## src/rtl/kbd_ser.sv

```systemverilog
// Serialises a 4x10 key matrix as 13-bit change frames to a downstream matrix CPLD.
// Optional periodic full refresh is enabled by defining KBD_SER_REFRESH_EN.
module kbd_ser #(
    parameter int DIV         = 4,
    parameter int REFRESH_CYC = 500000
) (
    input  logic        clk,
    input  logic        rst,
    input  logic [39:0] matrix,
    output logic        sclk,
    output logic        sdata,
    output logic        scs,
    output logic        busy
);

    typedef enum logic [1:0] {IDLE, SHIFT, HOLD, GAP} state_t;

    localparam logic [7:0] DIV_M1 = 8'(DIV - 1);

    state_t          state_q, state_d;
    logic [3:0]      bitCnt_q, bitCnt_d;
    logic [7:0]      divCnt_q, divCnt_d;
    logic            phase_q, phase_d;
    logic [12:0]     shift_q, shift_d;
    logic [1:0]      grp_q, grp_d;
    logic [1:0]      ptr_q, ptr_d;
    logic [9:0]      snap_q, snap_d;
    logic [3:0][9:0] shadow_q, shadow_d;
    logic [3:0]      valid_q, valid_d;

    logic [3:0][9:0] slice;
    logic [3:0]      pend;
    logic            anyPend;
    logic [1:0]      pick;
    logic [1:0]      idx;
    logic            refreshHit;

    assign slice = matrix;

`ifdef KBD_SER_REFRESH_EN
    logic [23:0] refCnt_q;

    always_ff @(posedge clk) begin
        if (rst || refreshHit) begin
            refCnt_q <= '0;
        end else begin
            refCnt_q <= refCnt_q + 24'd1;
        end
    end

    assign refreshHit = (refCnt_q == 24'(REFRESH_CYC - 1));
`else
    assign refreshHit = 1'b0;
`endif

    // Descending scan so the pending group closest to ptr wins.
    always_comb begin
        anyPend = 1'b0;
        pick    = ptr_q;
        idx     = ptr_q;
        for (int g = 0; g < 4; g++) begin
            pend[g] = !valid_q[g] || (slice[g] != shadow_q[g]);
        end
        for (int i = 3; i >= 0; i--) begin
            idx = ptr_q + 2'(i);
            if (pend[idx]) begin
                pick    = idx;
                anyPend = 1'b1;
            end
        end
    end

    always_comb begin
        state_d  = state_q;
        bitCnt_d = bitCnt_q;
        divCnt_d = divCnt_q;
        phase_d  = phase_q;
        shift_d  = shift_q;
        grp_d    = grp_q;
        ptr_d    = ptr_q;
        snap_d   = snap_q;
        shadow_d = shadow_q;
        valid_d  = valid_q;
        case (state_q)
            IDLE: begin
                if (anyPend) begin
                    grp_d    = pick;
                    ptr_d    = pick + 2'd1;
                    snap_d   = slice[pick];
                    shift_d  = {1'b0, pick, ~slice[pick]};
                    bitCnt_d = 4'd12;
                    divCnt_d = DIV_M1;
                    phase_d  = 1'b1;
                    state_d  = SHIFT;
                end
            end
            SHIFT: begin
                if (divCnt_q != 8'd0) begin
                    divCnt_d = divCnt_q - 8'd1;
                end else begin
                    divCnt_d = DIV_M1;
                    if (phase_q) begin
                        phase_d = 1'b0;
                    end else begin
                        phase_d = 1'b1;
                        if (bitCnt_q == 4'd0) begin
                            state_d = HOLD;
                        end else begin
                            bitCnt_d = bitCnt_q - 4'd1;
                            shift_d  = {shift_q[11:0], 1'b1};
                        end
                    end
                end
            end
            HOLD: begin
                if (divCnt_q != 8'd0) begin
                    divCnt_d = divCnt_q - 8'd1;
                end else begin
                    divCnt_d         = DIV_M1;
                    state_d          = GAP;
                    shadow_d[grp_q]  = snap_q;
                    valid_d[grp_q]   = 1'b1;
                end
            end
            GAP: begin
                if (divCnt_q != 8'd0) begin
                    divCnt_d = divCnt_q - 8'd1;
                end else begin
                    state_d = IDLE;
                end
            end
            default: state_d = IDLE;
        endcase
        // A refresh outranks a same-cycle commit so that group is still resent.
        if (refreshHit) begin
            valid_d = '0;
        end
    end

    always_ff @(posedge clk) begin
        if (rst) begin
            state_q  <= IDLE;
            bitCnt_q <= '0;
            divCnt_q <= '0;
            phase_q  <= 1'b1;
            shift_q  <= '1;
            grp_q    <= '0;
            ptr_q    <= '0;
            snap_q   <= '1;
            shadow_q <= '1;
            valid_q  <= '0;
        end else begin
            state_q  <= state_d;
            bitCnt_q <= bitCnt_d;
            divCnt_q <= divCnt_d;
            phase_q  <= phase_d;
            shift_q  <= shift_d;
            grp_q    <= grp_d;
            ptr_q    <= ptr_d;
            snap_q   <= snap_d;
            shadow_q <= shadow_d;
            valid_q  <= valid_d;
        end
    end

    assign scs   = !((state_q == SHIFT) || (state_q == HOLD));
    assign sclk  = (state_q == SHIFT) ? phase_q : 1'b1;
    assign sdata = ((state_q == SHIFT) || (state_q == HOLD)) ? shift_q[12] : 1'b1;
    assign busy  = (state_q != IDLE);

endmodule
```

## config.mk

```make
export PLATFORM = sky130hd
export DESIGN_NAME = kbd_ser
export DESIGN_NICKNAME = d
export VERILOG_FILES = /design/src/rtl/kbd_ser.sv
export SDC_FILE = /design/constraint.sdc
export NUM_CORES = 1
export LEC_CHECK = 0
export BUFFER_PORTS_ARGS = -buffer_cell sky130_fd_sc_hd__buf_2
export CORE_MARGIN = 1.5
export CORE_UTILIZATION = 40
export DETAILED_ROUTE_END_ITERATION = 12
export SYNTH_ARGS = -nofsm -noshare
export SYNTH_HDL_FRONTEND = slang
export SYNTH_SLANG_ARGS = --single-unit
```

## constraint.sdc

```tcl
create_clock -name clk -period 6.25 [get_ports clk]
set_clock_uncertainty 0.2 [all_clocks]
set_input_delay 1.25 -clock clk [delete_from_list [all_inputs] [get_ports clk]]
set_output_delay 1.25 -clock clk [all_outputs]
set_load 0.01 [all_outputs]
```

==> qor.yml <==
timing:
  holdWs_ns: 0.271
  fmax_ghz: 0.254
  finalHoldViolCount: 0
  finalSetupTns_ns: 0
  post-route-min-period_ns: 3.94
  setup_viol: 0
  fin_crit_sh: 0.630
  tightest_slew_ns: 1.18
  final_max_slew_viol_count: 0
  rsz0062_at_grt: "false"
  timing.final.ws_setup_ns: 2.31
  relSlewSlack: 0.207
critical_path:
  cp-end-kind: "flop"
  cpMostUsedCell: "mux2i_1"
  slowest_stage: "or3_1"
  path_cells: "buf_2 > xnor2_1 > nand4_1 > or3_1 > a21oi_1 > nor2_1 > o21ai_2 > buf_4 > mux2i_1 > mux2i_1 > a21bo_2"
  path_delay_family: "compound AO/OA/AOI/OAI gates"
  r2r_cells: 10
  crit_path_max_fanout: 18
  rrSetupSlack_ns: 2.96
  crit_cells: 11
  endpoint: "snap_q[9]"
  crit_buf_inv: 2
  startpoint: "matrix[39]"
  critical_path_arrival_ns: 4.01
  max_stage_delay_ns: 0.50
  reg2reg_to: "snap_q[9]"
  timing.rr.start: "shadow_q[39]"
  worstSetupStartpointType: "primary input"
  crit_required_ns: 6.32
  path_class: "primary input to flop"
cells_and_area:
  drive_above_1_share: 0.188
  seq_area_mm2: 0.00172
  areaGrowthSynthToFinish_pct: 11.4
  fillers: 1010
  fin_nets: 560
  layout.cells.non_filler: 656
  n_antenna_cell: 0
  multiInputGateArea_mm2: 0.00248
hold_path:
  holdPathStages: 2
  hold_start: "bitCnt_q[0]"
  hold_path_class: "flop to flop"
floorplanning:
  die_x_um: 108
  start_util: 0.410
  coreArea_mm2: 0.0108
  dieArea_mm2: 0.0117
  rows: 38
  io_pins: 46
  dieHeight_um: 108
synthesis:
  ys_seq_area_frac: 0.389
  synth_top_area_frac: 0.389
  syn_inst: 478
  synth_seq_cells: 86
  synthArstFlopShare: 0
  yosysTopAreaCell: "dfxtp_1"
  yosysWarnings: 0
  ys_top_cells_by_count: "dfxtp_1, mux2i_1, nand2_1"
  netlist_area_mm2: 0.00443
  synth_fp_nets: 527
  avgSynthCellArea_um2: 9.26
  yosysMostFrequentCell: "dfxtp_1"
  ys.flop_type: "dfxtp_1"
  synthDistinctLibCells: 45
  synth_area_leaders: "dfxtp_1, mux2i_1, xnor2_1, nand2_1, nor2_1"
  synth_enable_flop_cells: 0
power:
  power-per-cell-area_mw_per_mm2: 441
  irDropWorstVdd_mv: 0.215
  clock_power_share: 0.197
  p_comb_frac: 0.431
  internal_power_mw: 1.28
  pwr-share-seq: 0.372
  switching_share: 0.409
  p_switching_mw: 0.890
  leakage_nw: 1.91
global_routing:
  grt_pass1_vias: 3290
  grt_pass1_wl_um: 17200
  overflow: 0
  grt_max_degree: 49
  grt.total_usage: 0.197
  antenna_found_initial: 0
placed_design:
  dp_hpwl_um: 7660
  place.gp.congestion: 0.780
  dp_slack_ns: 1.93
  dp_cells: 640
  port_buffers: 45
clock_network:
  path_clk_slew_ns: 0.09
  htreeDepth: 3
  cts_tree: "yes"
  cts_buffers: 9
  cts_setup_buffers: 0
  worstSkewPairLatency_ns: 0.37
  cts-resized-gates: 0
  clockBufferDepth: 2
  cts_sinks: 86
  root_buffer: "clkbuf_8"
  ctsHoldBuffers: 0
routing:
  route.vias.total: 3412
  routed_via_density: 5.20
  finalWirelength_um: 10600
  antenna_left: 0
  drc: 0
  first_iter_violations: 113
  wire_per_inst_um: 16.2
  drtPass1Iterations: 6
outcome:
  run_status: "complete, no violations"
job:
  cap_viol_max_count: 0
## per-layer routing
layer / GRT usage / vias to the layer above / routed length, µm
met5: 0 / - / 0
met4: 0.0630 / 0 / 201
met3: 0.0530 / 13 / 411
met2: 0.323 / 66 / 5070
met1: 0.250 / 1610 / 4970
li1: - / 1723 / -
## cell families after synthesis
group                      count (synthesis)  synth area share
xor gates and xnor gates                  46            0.0910
buffers and inverters                     45            0.0528
AOI/OAI and AO/OA                         70             0.111
muxes                                     71             0.160
adders and majority gates                  7            0.0198
DFF                                       86             0.389
and+or+nand+nor                          153             0.176
## worst min-delay path by stage
| stage | endpoint | slack, ns |
|---|---|---|
| 2_1_floorplan | shift_q[12] | 0.23 |
| 3_3_place_gp | valid_q[3] | 0.25 |
| 3_5_place_dp | valid_q[1] | 0.26 |
| 4_1_cts | bitCnt_q[0] | 0.28 |
| 5_1_grt | bitCnt_q[0] | 0.30 |
| 6_report | bitCnt_q[0] | 0.27 |
## power groups by stage
stage	Sequential [mW]	Clock (mW)	Combinational, mW
after CTS	0.807	0.436	0.944
after detailed placement	0.818	0	0.940
after global placement	0.814	0	0.926
after floorplan	0.760	0	0.796
after global routing	0.824	0.460	1.03
final	0.809	0.428	0.938
## stage by stage
stage                      util  power [mW]  area [µm²]
after floorplan               -        1.56        4430
after global placement    0.437        1.74        4710
after detailed placement  0.437        1.76        4710
after CTS                 0.457        2.19        4930
after global routing      0.457        2.32        4930
final                     0.457        2.17        4930
## cell type report
type,instances,area share
well taps,140,0.0355
clock buffers,12,0.0335
multi-input cells,347,0.503
flip-flops and latches,86,0.349
repair buffers,52,0.0563
clock inverters,4,0.0107
inverters,15,0.0114
## tightest hold or removal path: stages (launching register included)
cell,delay (ns)
dfxtp_1,0.32
nand2_1,0.05
a21oi_1,0.05
## sequential cells by signal, summed over array words and instances, names as in the netlist
register,cells
state_q,2
valid_q,4
divCnt_q,8
bitCnt_q,4
shift_q,13
shadow_q,40
snap_q,10
phase_q,1
ptr_q,2
grp_q,2
## cell usage in the layout (no fill, tap or decap), types with 2 or more instances in the layout
cell type  count
o21ai_0        4
xnor2_1       44
o22ai_1        2
ha_1           7
a211oi_1      12
a21bo_2       10
nor4_1        10
buf_4          7
nand3_1        8
nand2b_1       5
dfxtp_1       86
buf_2         45
a311oi_1       2
nand4_1        8
inv_1         14
o21ai_1        3
nor2_1        39
a21oi_1       27
mux2i_1       71
or3_1          5
nor3_2         7
nor3_1        13
xor2_1         2
clkbuf_8      12
nor3_4         2
nand2_1       47
a211oi_2       4
Note: power is estimated with default switching activity, not from simulation.
